[config.mk]
export PLATFORM = sky130hd
export DESIGN_NAME = riscv_lsu_flat
export DESIGN_NICKNAME = d
export VERILOG_FILES = /design/src/rtl/riscv_lsu_if.sv /design/src/rtl/riscv_lsu.sv /design/src/flat_wrapper.sv
export SDC_FILE = /design/constraint.sdc
export NUM_CORES = 1
export LEC_CHECK = 0
export BUFFER_PORTS_ARGS = -buffer_cell sky130_fd_sc_hd__buf_2
export CORE_MARGIN = 5
export CORE_UTILIZATION = 29
export CTS_CLUSTER_DIAMETER = 150
export DETAILED_ROUTE_END_ITERATION = 7
export PLACE_DENSITY = 0.63
export REMOVE_ABC_BUFFERS = 1
export SLEW_MARGIN = 40
export SYNTH_ARGS = -nofsm -noshare
export SYNTH_HDL_FRONTEND = slang
export SYNTH_SLANG_ARGS = --single-unit
[constraint.sdc]
create_clock -name clk_i -period 5.19 [get_ports clk_i]
set_input_delay 0.519 -clock clk_i [delete_from_list [all_inputs] [get_ports clk_i]]
set_output_delay 0.519 -clock clk_i [all_outputs]
set_load 0.02 [all_outputs]
[src/rtl/riscv_lsu_if.sv]
// Data-memory bus between the load-store unit (master) and the memory system (slave).
interface riscv_lsu_if;
    logic        mem_req_o;
    logic        mem_we_o;
    logic [3:0]  mem_be_o;
    logic [31:0] mem_addr_o;
    logic [31:0] mem_wd_o;
    logic [31:0] mem_rd_i;
    logic        mem_ready_i;

    modport master (
        output mem_req_o, mem_we_o, mem_be_o, mem_addr_o, mem_wd_o,
        input  mem_rd_i, mem_ready_i
    );

    modport slave (
        input  mem_req_o, mem_we_o, mem_be_o, mem_addr_o, mem_wd_o,
        output mem_rd_i, mem_ready_i
    );
endinterface

[src/rtl/riscv_lsu.sv]
// Load-store unit: drives one data-memory access per core request, stalls the core until
// the bus answers, and returns the extended load word plus misaligned/fault pulses.
module riscv_lsu #(
    parameter int unsigned TIMEOUT_CYCLES = 16
) (
    input  logic         clk_i,
    input  logic         rst_i,
    input  logic         core_req_i,
    input  logic         core_we_i,
    input  logic [2:0]   core_size_i,
    input  logic [31:0]  core_addr_i,
    input  logic [31:0]  core_wd_i,
    output logic [31:0]  core_rd_o,
    output logic         core_stall_o,
    output logic         lsu_misaligned_o,
    output logic         lsu_access_fault_o,
    riscv_lsu_if.master  bus
);

    localparam logic [1:0] IDLE = 2'd0;
    localparam logic [1:0] REQ  = 2'd1;
    localparam logic [1:0] DONE = 2'd2;

    localparam int unsigned CNT_W = (TIMEOUT_CYCLES == 0) ? 1 : $clog2(TIMEOUT_CYCLES + 1);
    localparam logic [CNT_W-1:0] CNT_MAX  = CNT_W'(TIMEOUT_CYCLES);
    localparam logic [CNT_W-1:0] CNT_LAST = CNT_W'((TIMEOUT_CYCLES == 0) ? 0 : TIMEOUT_CYCLES - 1);
    localparam logic TIMEOUT_EN = (TIMEOUT_CYCLES != 0);

    logic [1:0]       state_q, state_d;
    logic [CNT_W-1:0] cnt_q, cnt_d;
    logic [31:0]      rdata_q, rdata_d;
    logic [2:0]       size_q, size_d;
    logic [1:0]       off_q, off_d;
    logic             loadOk_q, loadOk_d;
    logic             mis_q, mis_d;
    logic             fault_q, fault_d;

    logic             isLegal, isMisaligned, issue, memReq;
    logic [CNT_W-1:0] cntInc;
    logic [7:0]       selByte;
    logic [15:0]      selHalf;
    logic [31:0]      extData;

    always_comb begin
        isLegal = (core_size_i == 3'd0) || (core_size_i == 3'd1) || (core_size_i == 3'd2) ||
                  (core_size_i == 3'd4) || (core_size_i == 3'd5);
        isMisaligned = ((core_size_i[1:0] == 2'd1) && core_addr_i[0]) ||
                       ((core_size_i[1:0] == 2'd2) && (core_addr_i[1:0] != 2'b00));
        issue  = ((state_q == IDLE) && core_req_i && isLegal && !isMisaligned) ||
                 ((state_q == REQ) && core_req_i);
        memReq = issue && !rst_i;
        cntInc = (cnt_q == CNT_MAX) ? cnt_q : cnt_q + 1'b1;
    end

    // Counter tracks how many cycles mem_req_o has been high for the current access,
    // so a timeout of N means exactly N request cycles before the fault.
    always_comb begin
        state_d  = state_q;
        cnt_d    = cnt_q;
        rdata_d  = rdata_q;
        size_d   = size_q;
        off_d    = off_q;
        loadOk_d = 1'b0;
        mis_d    = 1'b0;
        fault_d  = 1'b0;
        case (state_q)
            IDLE: begin
                if (core_req_i) begin
                    if (!isLegal) begin
                        fault_d = 1'b1;
                        state_d = DONE;
                    end else if (isMisaligned) begin
                        mis_d   = 1'b1;
                        state_d = DONE;
                    end else if (bus.mem_ready_i) begin
                        state_d = DONE;
                    end else begin
                        state_d = REQ;
                        cnt_d   = cntInc;
                    end
                end
            end
            REQ: begin
                if (!core_req_i) begin
                    state_d = IDLE;
                    cnt_d   = '0;
                end else if (bus.mem_ready_i) begin
                    state_d = DONE;
                    cnt_d   = '0;
                end else if (TIMEOUT_EN && (cnt_q >= CNT_LAST)) begin
                    state_d = DONE;
                    fault_d = 1'b1;
                    cnt_d   = '0;
                end else begin
                    cnt_d = cntInc;
                end
            end
            DONE: state_d = IDLE;
            default: state_d = IDLE;
        endcase
        if (issue && bus.mem_ready_i && !core_we_i) begin
            rdata_d  = bus.mem_rd_i;
            size_d   = core_size_i;
            off_d    = core_addr_i[1:0];
            loadOk_d = 1'b1;
        end
    end

    always_ff @(posedge clk_i) begin
        if (rst_i) begin
            state_q  <= IDLE;
            cnt_q    <= '0;
            rdata_q  <= '0;
            size_q   <= '0;
            off_q    <= '0;
            loadOk_q <= 1'b0;
            mis_q    <= 1'b0;
            fault_q  <= 1'b0;
        end else begin
            state_q  <= state_d;
            cnt_q    <= cnt_d;
            rdata_q  <= rdata_d;
            size_q   <= size_d;
            off_q    <= off_d;
            loadOk_q <= loadOk_d;
            mis_q    <= mis_d;
            fault_q  <= fault_d;
        end
    end

    always_comb begin
        selByte = 8'(rdata_q >> {off_q, 3'b000});
        selHalf = off_q[1] ? rdata_q[31:16] : rdata_q[15:0];
        case (size_q[1:0])
            2'd0:    extData = {{24{selByte[7] & ~size_q[2]}}, selByte};
            2'd1:    extData = {{16{selHalf[15] & ~size_q[2]}}, selHalf};
            default: extData = rdata_q;
        endcase
    end

    // Bus outputs are forced low whenever no request is on the bus, keeping it quiet.
    always_comb begin
        bus.mem_req_o  = memReq;
        bus.mem_we_o   = memReq && core_we_i;
        bus.mem_addr_o = memReq ? {core_addr_i[31:2], 2'b00} : 32'd0;
        bus.mem_be_o   = 4'b0000;
        bus.mem_wd_o   = 32'd0;
        if (memReq) begin
            case (core_size_i[1:0])
                2'd0: begin
                    bus.mem_be_o = 4'b0001 << core_addr_i[1:0];
                    bus.mem_wd_o = {4{core_wd_i[7:0]}};
                end
                2'd1: begin
                    bus.mem_be_o = 4'b0011 << {core_addr_i[1], 1'b0};
                    bus.mem_wd_o = {2{core_wd_i[15:0]}};
                end
                default: begin
                    bus.mem_be_o = 4'b1111;
                    bus.mem_wd_o = core_wd_i;
                end
            endcase
        end
        core_stall_o       = core_req_i && (state_q != DONE) && !rst_i;
        core_rd_o          = ((state_q == DONE) && loadOk_q) ? extData : 32'd0;
        lsu_misaligned_o   = (state_q == DONE) && mis_q;
        lsu_access_fault_o = (state_q == DONE) && fault_q;
    end

endmodule

[src/flat_wrapper.sv]
// flat-port wrapper written by rule: the top's interface ports become plain ports
module riscv_lsu_flat 
#(
    parameter int unsigned TIMEOUT_CYCLES = 16
)
  (clk_i, rst_i, core_req_i, core_we_i, core_size_i, core_addr_i, core_wd_i, core_rd_o, core_stall_o, lsu_misaligned_o, lsu_access_fault_o, bus_mem_req_o, bus_mem_we_o, bus_mem_be_o, bus_mem_addr_o, bus_mem_wd_o, bus_mem_rd_i, bus_mem_ready_i);
  riscv_lsu_if bus_i ();
  input  logic clk_i;
  input  logic rst_i;
  input  logic core_req_i;
  input  logic core_we_i;
  input  logic [2:0] core_size_i;
  input  logic [31:0] core_addr_i;
  input  logic [31:0] core_wd_i;
  output logic [31:0] core_rd_o;
  output logic core_stall_o;
  output logic lsu_misaligned_o;
  output logic lsu_access_fault_o;
  output wire logic [$bits(bus_i.mem_req_o)-1:0] bus_mem_req_o;
  output wire logic [$bits(bus_i.mem_we_o)-1:0] bus_mem_we_o;
  output wire logic [$bits(bus_i.mem_be_o)-1:0] bus_mem_be_o;
  output wire logic [$bits(bus_i.mem_addr_o)-1:0] bus_mem_addr_o;
  output wire logic [$bits(bus_i.mem_wd_o)-1:0] bus_mem_wd_o;
  input wire logic [$bits(bus_i.mem_rd_i)-1:0] bus_mem_rd_i;
  input wire logic [$bits(bus_i.mem_ready_i)-1:0] bus_mem_ready_i;
  assign bus_mem_req_o = bus_i.mem_req_o;
  assign bus_mem_we_o = bus_i.mem_we_o;
  assign bus_mem_be_o = bus_i.mem_be_o;
  assign bus_mem_addr_o = bus_i.mem_addr_o;
  assign bus_mem_wd_o = bus_i.mem_wd_o;
  assign bus_i.mem_rd_i = bus_mem_rd_i;
  assign bus_i.mem_ready_i = bus_mem_ready_i;
  riscv_lsu #(.TIMEOUT_CYCLES(TIMEOUT_CYCLES)) u_core (.clk_i(clk_i), .rst_i(rst_i), .core_req_i(core_req_i), .core_we_i(core_we_i), .core_size_i(core_size_i), .core_addr_i(core_addr_i), .core_wd_i(core_wd_i), .core_rd_o(core_rd_o), .core_stall_o(core_stall_o), .lsu_misaligned_o(lsu_misaligned_o), .lsu_access_fault_o(lsu_access_fault_o), .bus(bus_i));
endmodule
==> impl_metrics.csv, run 1 <==
group,metric,value,unit
routing,drt_iter0_drc,192,
setup_path,startpoint_type,"flip-flop",
sta,skew,0.0105,ns
sta,final_max_slew_viol_count,0,
global_routing,grt_max_degree,47,
sta,period_needed,3.18,ns
synth,yosysUniqueCellTypes,51,
sta,max_freq,315,MHz
synth,syn_avg_cell_area,7.01,um^2
sta,final-setup-viol-count,0,
cts,post-cts-setup-buffers,0,
synth,ys.flop_type,"dfxtp_1",
cts,cts_sinks,47,
layout,drive_gt1_frac,0.355,
synth,seq_area_frac_synth,0.267,
routing,drc_errors,0,
floorplan,core-area,12000,um^2
layout,fillers,1328,
routing,totalWireLength,13.0,mm
cts,cts_resized,0,
cts,cts_hold_buf,0,
floorplan,row_count,40,
synth,synth_top_cell_by_area,"dfxtp_1",
hold_path,min_path_type,"reg2reg",
setup_path,worstSetupPathType,"reg2out",
layout,synthToLayoutAreaGrowth,33.4,%
global_routing,track_usage,0.172,
place,gp_congestion,0.827,
run_status,outcome,"finished, final reports clean",
synth,synth-edff-count,0,
cts,cts_buffer_depth,2,
place,io_buffers,206,
synth,synth_area,3530,um^2
floorplan,io_pins,209,
floorplan,die_h,120,um
sta,rsz0062_at_grt,"no",
routing,dr.pass1.iters,4,
sta,finalSetupTns,0,ns
place,dp_hpwl,10.2,mm
sta,post-route-period-util,0.612,
synth,synth_top_cells_by_area,"dfxtp_1 27%, nand2_1 13%, a21oi_1 10%, mux2i_1 7.7%, and2_1 7.5%",
floorplan,dieWidth,120,um
power_and_ir_drop,power_density,186,nW/um^2
cts,worstSkewPairLatency,0.29,ns
setup_path,critPathRequiredTime,4.67,ns
routing,vias,4063,
cts,cts_buffers,5,
sta,worst_hold_slack,0.456,ns
routing,via_per_inst,4.88,
layout,layout.nets,791,
power_and_ir_drop,peakVddDrop,127,uV
sta,slew-limit-headroom,0.561,
cts,clk_pin_slew,0.07,ns
global_routing,grt_pass1_vias,3901,
global_routing,grt_pass1_wl,20.0,mm
cts,h-tree-depth,2,
setup_path,worstPathArrival,2.66,ns
floorplan,start_util,0.295,
global_routing,antenna_found_initial,2,
run,drv_cap,0,
synth,async_flop_share,0,
layout,post-route-util,0.393,
setup_path,cp_max_fo,13,
routing,ant_nets,0,
power_and_ir_drop,p_leak,2.30,nW
synth,yosysWarningCount,0,
synth,syn_inst,503,
setup_path,endpoint_kind,"output pin",
synth,synth-seq-cells,47,
synth,synth_top_area_share,0.267,
sta,hold_violations,0,
cts,cts_tree,"done",
cts,clock-root-buffer,"clkbuf_16",
global_routing,grt-ovfl-total,0,
sta,tightestPinTransition,0.641,ns
floorplan,die-area,14500,um^2
routing,wl_per_cell,15.6,um
## layout by cell type, fill, tap and decap left out, drive strengths merged, types with 8 or more instances in the layout
cell | Yosys | final
buf | 22 | 212
nor3 | 11 | 11
inv | 8 | 8
nand2 | 120 | 120
mux2i | 27 | 27
o21ai | 27 | 27
dfxtp | 47 | 47
and2 | 42 | 42
nor2 | 44 | 44
nor2b | 8 | 8
a21oi | 74 | 74
## metrics by stage
stage | total power [mW] | worst slack [ns] | area, um^2 | instances
after detailed placement | 0.570 | 2.19 | 4560 | 824
after global placement | 0.568 | 2.24 | 4560 | 824
after CTS | 0.880 | 2.05 | 4700 | 831
final | 0.873 | 2.01 | 4700 | 833
after floorplan | 0.474 | 2.44 | 3290 | 465
after global routing | 0.913 | 1.77 | 4700 | 833
## Yosys cell counts, drive strengths merged (5+ instances only)
cell,number
mux2i,27
mux2,5
nor2b,8
a21oi,74
buf,22
nand2,120
o21ai,27
dfxtp,47
nor2,44
clkbuf,17
inv,8
and2,42
nor3,11
## worst max-delay path, cell delays in order, from the launching register on
cell and delay (ns):
dfxtp_1 0.72, clkinv_1 0.48, a21oi_1 0.23, nor2_1 0.05, a2111oi_0 0.60, buf_2 0.29
## final timing paths
path	startpoint	end	slack (ns)	cells after the start
max	u_core.off_q[1]$_SDFFE_PP0P_	core_rd_o[7]	2.01	5
min	u_core.rdata_q[4]$_SDFFE_PP0P_	u_core.rdata_q[4]$_SDFFE_PP0P_	0.46	2
max reg2reg	u_core.cnt_q[0]$_SDFFE_PP0P_	u_core.cnt_q[1]$_SDFFE_PP0P_	3.08	7
min reg2reg	u_core.rdata_q[4]$_SDFFE_PP0P_	u_core.rdata_q[4]$_SDFFE_PP0P_	0.46	2
## logic make-up after synthesis
family	Yosys count	share of synthesized area
other	1	0.00106
muxes	33	0.0990
AOI/OAI and AO/OA	123	0.207
adders and majority gates	3	0.0106
and+or+nand+nor	246	0.334
xor gates and xnor gates	1	0.00248
DFF	47	0.267
buffers and inverters	49	0.0784
## report_power, final
group / total (mW) / internal [mW] / switching (mW) / leakage (nW)
registers: 0.379 / 0.369 / 0.00971 / 0.380
clock network: 0.312 / 0.176 / 0.136 / 0.0697
logic: 0.182 / 0.0748 / 0.107 / 1.85
total: 0.873 / 0.620 / 0.253 / 2.30
## area by class of cell
cell class                      instances  area, um^2  share of cell area
Multi-Input combinational cell        408        2320               0.493
Clock inverter                          2        13.8             0.00293
Timing Repair Buffer                  212        1080               0.229
Sequential cell                        47         941               0.200
Inverter                               10        37.5             0.00798
Tap cell                              147         184              0.0391
Antenna cell                            2        5.00             0.00106
Clock buffer                            5         125              0.0266
## state kept, by name, indices dropped and copies added (netlist names)
name             cells
u_core.rdata_q      32
u_core.mis_q         1
u_core.cnt_q         5
u_core.loadOk_q      1
u_core.state_q       2
u_core.fault_q       1
u_core.off_q         2
u_core.size_q        3
## metal layers
layer,vias to the layer above,track usage,part of all wire
li1,2061,-,-
met4,0,0.0524,0.023
met1,1832,0.191,0.40
met2,155,0.326,0.52
met5,-,0,0
met3,15,0.0351,0.061
Power figures use the tool's default switching activity.
==> run 2, diff against run 1 <==
--- a/config.mk
+++ b/config.mk
@@ -5,12 +5,13 @@
 export SDC_FILE = /design/constraint.sdc
 export NUM_CORES = 1
 export LEC_CHECK = 0
+export ABC_AREA = 1
 export BUFFER_PORTS_ARGS = -buffer_cell sky130_fd_sc_hd__buf_2
 export CORE_MARGIN = 5
 export CORE_UTILIZATION = 29
 export CTS_CLUSTER_DIAMETER = 150
 export DETAILED_ROUTE_END_ITERATION = 7
-export PLACE_DENSITY = 0.63
+export PLACE_DENSITY = 0.66
 export REMOVE_ABC_BUFFERS = 1
 export SLEW_MARGIN = 40
 export SYNTH_ARGS = -nofsm -noshare
==> constraint.sdc (replaced) <==
create_clock -name clk_i -period 2.65 [get_ports clk_i]
set_input_delay 0.265 -clock clk_i [delete_from_list [all_inputs] [get_ports clk_i]]
set_output_delay 0.265 -clock clk_i [all_outputs]
set_load 0.02 [all_outputs]
==> run 2 against run 1 <==
Combinational power rose by 140%. Register-to-register slack got worse by 2.2 ns. Cell area rose by 1.4%. Count of clock-buffer cells in the layout rose by 1.
==> impl_metrics.csv, run 2 <==
group,metric,value,unit
synth,yosys.area_share.simple,0.365,
synth,yosysWarningCount,0,
global_routing,grt_pass1_wl,21.7,mm
synth,synth_compound_area_frac,0.195,
power_and_ir_drop,p_leak,2.82,nW
layout,fillers,1347,
layout,layout.nets,913,
place,io_buffers,206,
synth,yosysUniqueCellTypes,32,
setup_path,cp_max_fo,16,
routing,drt_iter0_drc,279,
floorplan,start_util,0.293,
cts,cts_buffers,5,
synth,synth-seq-cells,47,
synth,synth-edff-count,0,
synth,async_flop_share,0,
sta,slew-limit-headroom,0.638,
global_routing,antenna_found_initial,1,
synth,synth_xor_area_frac,0,
setup_path,critPathRequiredTime,2.38,ns
sta,tightestPinTransition,0.539,ns
cts,clock-root-buffer,"clkbuf_16",
cts,clk_pin_slew,0.07,ns
cts,cts_buffer_depth,2,
cts,post-cts-setup-buffers,0,
cts,worstSkewPairLatency,0.29,ns
sta,post-route-period-util,0.872,
sta,worst_slack,0.339,ns
floorplan,io_pins,209,
sta,finalSetupTns,0,ns
layout,synthToLayoutAreaGrowth,36.5,%
synth,synth_area,3490,um^2
cts,cts_resized,0,
layout,largest_reg_flops,32,
synth,seq_area_frac_synth,0.269,
routing,wl_per_cell,14.3,um
global_routing,grt-ovfl-total,0,
synth,ys.flop_type,"dfxtp_1",
floorplan,row_count,40,
sta,rsz0062_at_grt,"no",
layout,drive_gt1_frac,0.294,
run,drv_cap,0,
setup_path,endpoint_kind,"output pin",
synth,synth_top_cells_by_area,"dfxtp_1 27%, nor2_1 22%, inv_1 9.6%, nand2_1 8.1%, a21oi_1 5.7%",
synth,synth_top_area_share,0.269,
floorplan,die-area,14300,um^2
floorplan,core-area,11900,um^2
sta,period_needed,2.31,ns
sta,max_freq,433,MHz
layout,regMostFlops,"u_core.rdata_q",
place,gp_congestion,0.856,
synth,synth_most_common_cell,"nor2_1",
setup_path,worstPathArrival,2.05,ns
routing,via_per_inst,4.60,
routing,ant_nets,0,
synth,synthAdderAreaFrac,0.0107,
global_routing,grt_pass1_vias,4324,
routing,drc_errors,0,
place,pre_cts_ws,0.331,ns
sta,hold_violations,0,
synth,syn_avg_cell_area,5.67,um^2
synth,muxShareOfSynthArea,0,
synth,syn_inst,616,
layout,mostFrequentLayoutCells,"206 x nor2_1, 206 x buf_2, 89 x inv_1",
global_routing,track_usage,0.187,
routing,vias,4391,
global_routing,grt_max_degree,52,
sta,skew,0.0111,ns
cts,h-tree-depth,2,
cts,cts_sinks,47,
setup_path,worstSetupPathType,"reg2out",
cts,cts_hold_buf,0,
cts,cts_tree,"done",
setup_path,rrSetupSlack,0.90,ns
hold_path,min_path_type,"in2reg",
setup_path,startpoint_type,"flip-flop",
run_status,outcome,"finished, final reports clean",
routing,dr.pass1.iters,4,
power_and_ir_drop,peakVddDrop,388,uV
sta,final-setup-viol-count,0,
floorplan,die_h,120,um
place,dp_hpwl,10.9,mm
floorplan,dieWidth,120,um
sta,final_max_slew_viol_count,0,
power_and_ir_drop,power_density,420,nW/um^2
routing,totalWireLength,13.6,mm
synth,synthTopCellsByCount,"206 x nor2_1, 89 x inv_1, 75 x nand2_1, 47 x dfxtp_1, 40 x a21oi_1",
layout,reg.largest.list,"u_core.rdata_q x32, u_core.cnt_q x5, u_core.size_q x3",
synth,synth_top_family_by_area,"simple AND/OR/NAND/NOR gates",
synth,synth_top_cell_by_area,"dfxtp_1",
run 2: changes by cell type after synthesis, moves of 7 or more:
| cell | previous run | this run |
|---|---|---|
| a21oi_1 | 71 | 40 |
| and2_1 | 42 | 0 |
| inv_1 | 7 | 89 |
| mux2i_1 | 27 | 0 |
| nand2_1 | 120 | 75 |
| nand3_1 | 2 | 13 |
| nor2_1 | 44 | 206 |
| nor2b_1 | 7 | 0 |
| nor3_1 | 11 | 4 |
| o21ai_0 | 25 | 37 |
| o21ai_1 | 0 | 21 |
run 2: worst max-delay path, cell delays in order, from the launching register on:
cell     delay, ns
dfxtp_1       0.44
inv_1         0.08
nor2_1        0.17
nand2_1       0.25
inv_2         0.26
nand2_4       0.17
nor2_1        0.18
buf_2         0.19
run 2: path summary, 6_finish.rpt:
kind                                   startpoint                         endpoint  cells after the start
setup / recovery   u_core.state_q[1]$_SDFFE_PP0P_                    core_rd_o[27]                      7
setup reg to reg   u_core.state_q[1]$_SDFFE_PP0P_   u_core.rdata_q[6]$_SDFFE_PP0P_                      9
hold reg to reg   u_core.rdata_q[14]$_SDFFE_PP0P_  u_core.rdata_q[14]$_SDFFE_PP0P_                      2
hold / removal                   bus_mem_rd_i[31]  u_core.rdata_q[31]$_SDFFE_PP0P_                      3
run 2: logic make-up (layout without fill, tap and decap cells):
| logic type | Yosys count | count (layout) |
|---|---|---|
| buffers and inverters | 127 | 317 |
| adder cells (fa/ha/maj) | 3 | 3 |
| AND/OR/NAND/NOR | 314 | 314 |
| AO/OA/AOI/OAI | 124 | 124 |
| other | 1 | 3 |
| flip-flops | 47 | 47 |
run 2: through the flow:
stage | instance area, um^2 | cells | total power, mW | utilization | hold slack, ns
finish | 4770 | 955 | 2.00 | 0.400 | 0.218
global route | 4770 | 955 | 2.11 | 0.400 | 0.237
CTS | 4770 | 954 | 2.02 | 0.400 | 0.213
detailed placement | 4580 | 946 | 1.21 | 0.384 | 0.472
global placement | 4580 | 946 | 1.21 | 0.384 | 0.464
floorplan | 3310 | 586 | 1.02 | - | 0.334
run 2: where the power goes:
| part | switching [mW] | internal (mW) |
|---|---|---|
| sequential | 0.0222 | 0.732 |
| clock | 0.264 | 0.541 |
| combinational | 0.280 | 0.162 |
| total | 0.566 | 1.44 |
run 2: routing by layer:
| metal | routed length (um) | share of wire | global-route usage | up-vias |
|---|---|---|---|---|
| met5 | 0 | 0 | 0 | - |
| met4 | 259 | 0.019 | 0.0472 | 0 |
| met3 | 1230 | 0.090 | 0.0495 | 15 |
| met2 | 7030 | 0.52 | 0.348 | 204 |
| met1 | 5100 | 0.37 | 0.210 | 1876 |
| li1 | - | - | - | 2296 |
run 2: area by class of cell:
cell class | count | area, um^2 | area share
multi-input combinational | 443 | 2000 | 0.420
timing repair buffer | 213 | 1080 | 0.227
clock buffer | 6 | 129 | 0.0270
sequential | 47 | 941 | 0.197
inverter | 96 | 365 | 0.0766
antenna | 1 | 2.50 | 0.000525
clock inverter | 2 | 60.1 | 0.0126
tap | 147 | 184 | 0.0386
==> run 3, diff against run 2 <==
--- a/config.mk
+++ b/config.mk
@@ -8,10 +8,10 @@
 export ABC_AREA = 1
 export BUFFER_PORTS_ARGS = -buffer_cell sky130_fd_sc_hd__buf_2
 export CORE_MARGIN = 5
-export CORE_UTILIZATION = 29
+export CORE_UTILIZATION = 30
 export CTS_CLUSTER_DIAMETER = 150
 export DETAILED_ROUTE_END_ITERATION = 7
-export PLACE_DENSITY = 0.66
+export PLACE_DENSITY = 0.67
 export REMOVE_ABC_BUFFERS = 1
 export SLEW_MARGIN = 40
 export SYNTH_ARGS = -nofsm -noshare
==> run 3 against run 2 <==
Highest routed layer unchanged. Sequential power is essentially flat. First-iteration DRC count decreased by 15%. Critical path type unchanged. Flip-flop and latch count is the same. Critical endpoint is now core_rd_o[17]. Routed wire length up 0.33%. Maximum frequency rose by 0.93%. Largest power group is now registers. Via count grew 0.91%.
==> impl_metrics.csv, run 3 (synthesis results as in run 2) <==
group,metric,value,unit
setup_path,worstSetupPathType,"reg2out",
power_and_ir_drop,clkPwrFrac,0.335,
power_and_ir_drop,peakVddDrop,222,uV
setup_path,rrSetupSlack,0.93,ns
layout,mostFrequentLayoutCells,"206 x nor2_1, 206 x buf_2, 89 x inv_1",
layout,multi_input_area,2000,um^2
layout,layout.nets,912,
place,placed_cells,941,
power_and_ir_drop,power_frac_comb,0.247,
layout,seq_area,941,um^2
sta,tightestPinTransition,0.546,ns
routing,drt_iter0_drc,236,
power_and_ir_drop,switching_share,0.312,
global_routing,grt_pass1_vias,4334,
global_routing,antenna_found_initial,3,
global_routing,grt_pass1_wl,21.5,mm
routing,totalWireLength,13.7,mm
setup_path,endpoint_kind,"output pin",
cts,cts_tree,"done",
layout,largest_reg_flops,32,
cts,clock-root-buffer,"clkbuf_16",
floorplan,row_count,39,
global_routing,grt-ovfl-total,0,
routing,ant_nets,0,
cts,cts_sinks,47,
cts,cts_buffers,5,
run_status,outcome,"finished, final reports clean",
sta,slew-limit-headroom,0.633,
setup_path,cp_max_fo,16,
routing,drc_errors,0,
sta,period_needed,2.29,ns
setup_path,worstPathArrival,2.02,ns
floorplan,die-area,13900,um^2
sta,hold_violations,0,
hold_path,hp-start,"bus_mem_rd_i[31]",
place,gp_congestion,0.881,
global_routing,track_usage,0.188,
layout,stdcell_count,952,
setup_path,crit_path_end,"core_rd_o[17]",
layout,synthToLayoutAreaGrowth,35.2,%
floorplan,dieWidth,118,um
power_and_ir_drop,total_power,1.81,mW
cts,worstSkewPairLatency,0.28,ns
cts,clk_pin_slew,0.07,ns
global_routing,grt_max_degree,52,
power_and_ir_drop,p_leak,2.80,nW
setup_path,cp-startpoint,"u_core.state_q[1]$_SDFFE_PP0P_",
place,dp_hpwl,11.0,mm
routing,wl_per_cell,14.3,um
cts,cts_buffer_depth,2,
setup_path,reg2reg_depth,9,
setup_path,r2r_end,"u_core.rdata_q[2]$_SDFFE_PP0P_",
power_and_ir_drop,power_density,383,nW/um^2
sta,final-setup-viol-count,0,
setup_path,r2r-start,"u_core.state_q[1]$_SDFFE_PP0P_",
sta,rsz0062_at_grt,"no",
setup_path,critPathRequiredTime,2.38,ns
layout,reg.largest.list,"u_core.rdata_q x32, u_core.cnt_q x5, u_core.size_q x3",
floorplan,io_pins,209,
cts,cts_resized,0,
floorplan,start_util,0.306,
setup_path,cpPeakStageDelay,0.46,ns
power_and_ir_drop,p_sw,0.563,mW
cts,h-tree-depth,2,
layout,regMostFlops,"u_core.rdata_q",
sta,skew,0.0102,ns
run,drv_cap,0,
layout,fillers,1324,
routing,vias,4431,
setup_path,crit_top_cell,"nor2_1",
cts,cts_hold_buf,0,
sta,post-route-period-util,0.864,
setup_path,startpoint_type,"flip-flop",
layout,drive_gt1_frac,0.292,
cts,post-cts-setup-buffers,0,
setup_path,crit_slowest_cell,"dfxtp_1",
routing,dr.pass1.iters,4,
hold_path,min_path_type,"in2reg",
floorplan,die_h,118,um
sta,finalSetupTns,0,ns
routing,via_per_inst,4.65,
power_and_ir_drop,power_frac_seq,0.418,
sta,max_freq,437,MHz
setup_path,worstPathCellList,"inv_1 -> nor2_1 -> nand2_1 -> inv_2 -> nand2_4 -> nor2_1 -> buf_2",
sta,final_max_slew_viol_count,0,
place,io_buffers,206,
floorplan,core-area,11400,um^2
power_and_ir_drop,p_int,1.24,mW
==> run 3: changes by cell type in the layout (fill, tap and decap cells not counted), sizes merged <==
cell | previous run | this run
buf | 213 | 212
bufinv | 2 | 0
clkbuf | 6 | 7
clkinv | 0 | 1
diode | 1 | 3
==> run 3: power by group through the flow <==
stage | Combinational (mW) | Clock, mW | Sequential, mW
3_3_place_gp | 0.447 | 0 | 0.770
4_1_cts | 0.451 | 0.630 | 0.755
2_1_floorplan | 0.251 | 0 | 0.768
6_report | 0.447 | 0.605 | 0.755
3_5_place_dp | 0.449 | 0 | 0.771
5_1_grt | 0.498 | 0.647 | 0.758
==> run 3: final cells by class <==
class                           instances  area share
Clock buffer                            7      0.0281
Antenna cell                            3     0.00159
Timing Repair Buffer                  212       0.231
Multi-Input combinational cell        443       0.424
Inverter                               96      0.0774
Clock inverter                          1     0.00106
Sequential cell                        47       0.199
Tap cell                              143      0.0379
==> run 3: worst min-delay path by stage <==
stage / endpoint / slack [ns] / cells after the start
5_1_grt: u_core.rdata_q[31]$_SDFFE_PP0P_ / 0.22 / 3
2_1_floorplan: u_core.cnt_q[0]$_SDFFE_PP0P_ / 0.33 / 1
3_3_place_gp: u_core.size_q[2]$_SDFFE_PP0P_ / 0.46 / 2
4_1_cts: u_core.rdata_q[31]$_SDFFE_PP0P_ / 0.21 / 3
3_5_place_dp: u_core.rdata_q[13]$_SDFFE_PP0P_ / 0.47 / 2
6_report: u_core.rdata_q[31]$_SDFFE_PP0P_ / 0.22 / 3
==> run 3: metal layers <==
| metal | vias to the layer above | track usage | wire length [um] |
|---|---|---|---|
| met1 | 1934 | 0.206 | 5440 |
| met4 | 0 | 0.0652 | 329 |
| met5 | - | 0 | 0 |
| met2 | 189 | 0.348 | 6880 |
| met3 | 17 | 0.0452 | 1020 |
| li1 | 2291 | - | - |
==> run 3: critical path, delay by kind of cell, from the launching register on <==
| kind | cells | cell delay [ns] |
|---|---|---|
| and+or+nand+nor | 4 | 0.75 |
| buffers and inverters | 3 | 0.52 |
| DFF | 1 | 0.46 |
==> run 3: metrics by stage <==
stage | area, um^2 | hold WS, ns | setup slack [ns] | util
floorplan | 3310 | 0.334 | 0.458 | -
CTS | 4710 | 0.211 | 0.382 | 0.413
global placement | 4580 | 0.462 | 0.468 | 0.401
global route | 4720 | 0.223 | 0.201 | 0.414
detailed placement | 4580 | 0.474 | 0.458 | 0.401
finish | 4720 | 0.218 | 0.361 | 0.414
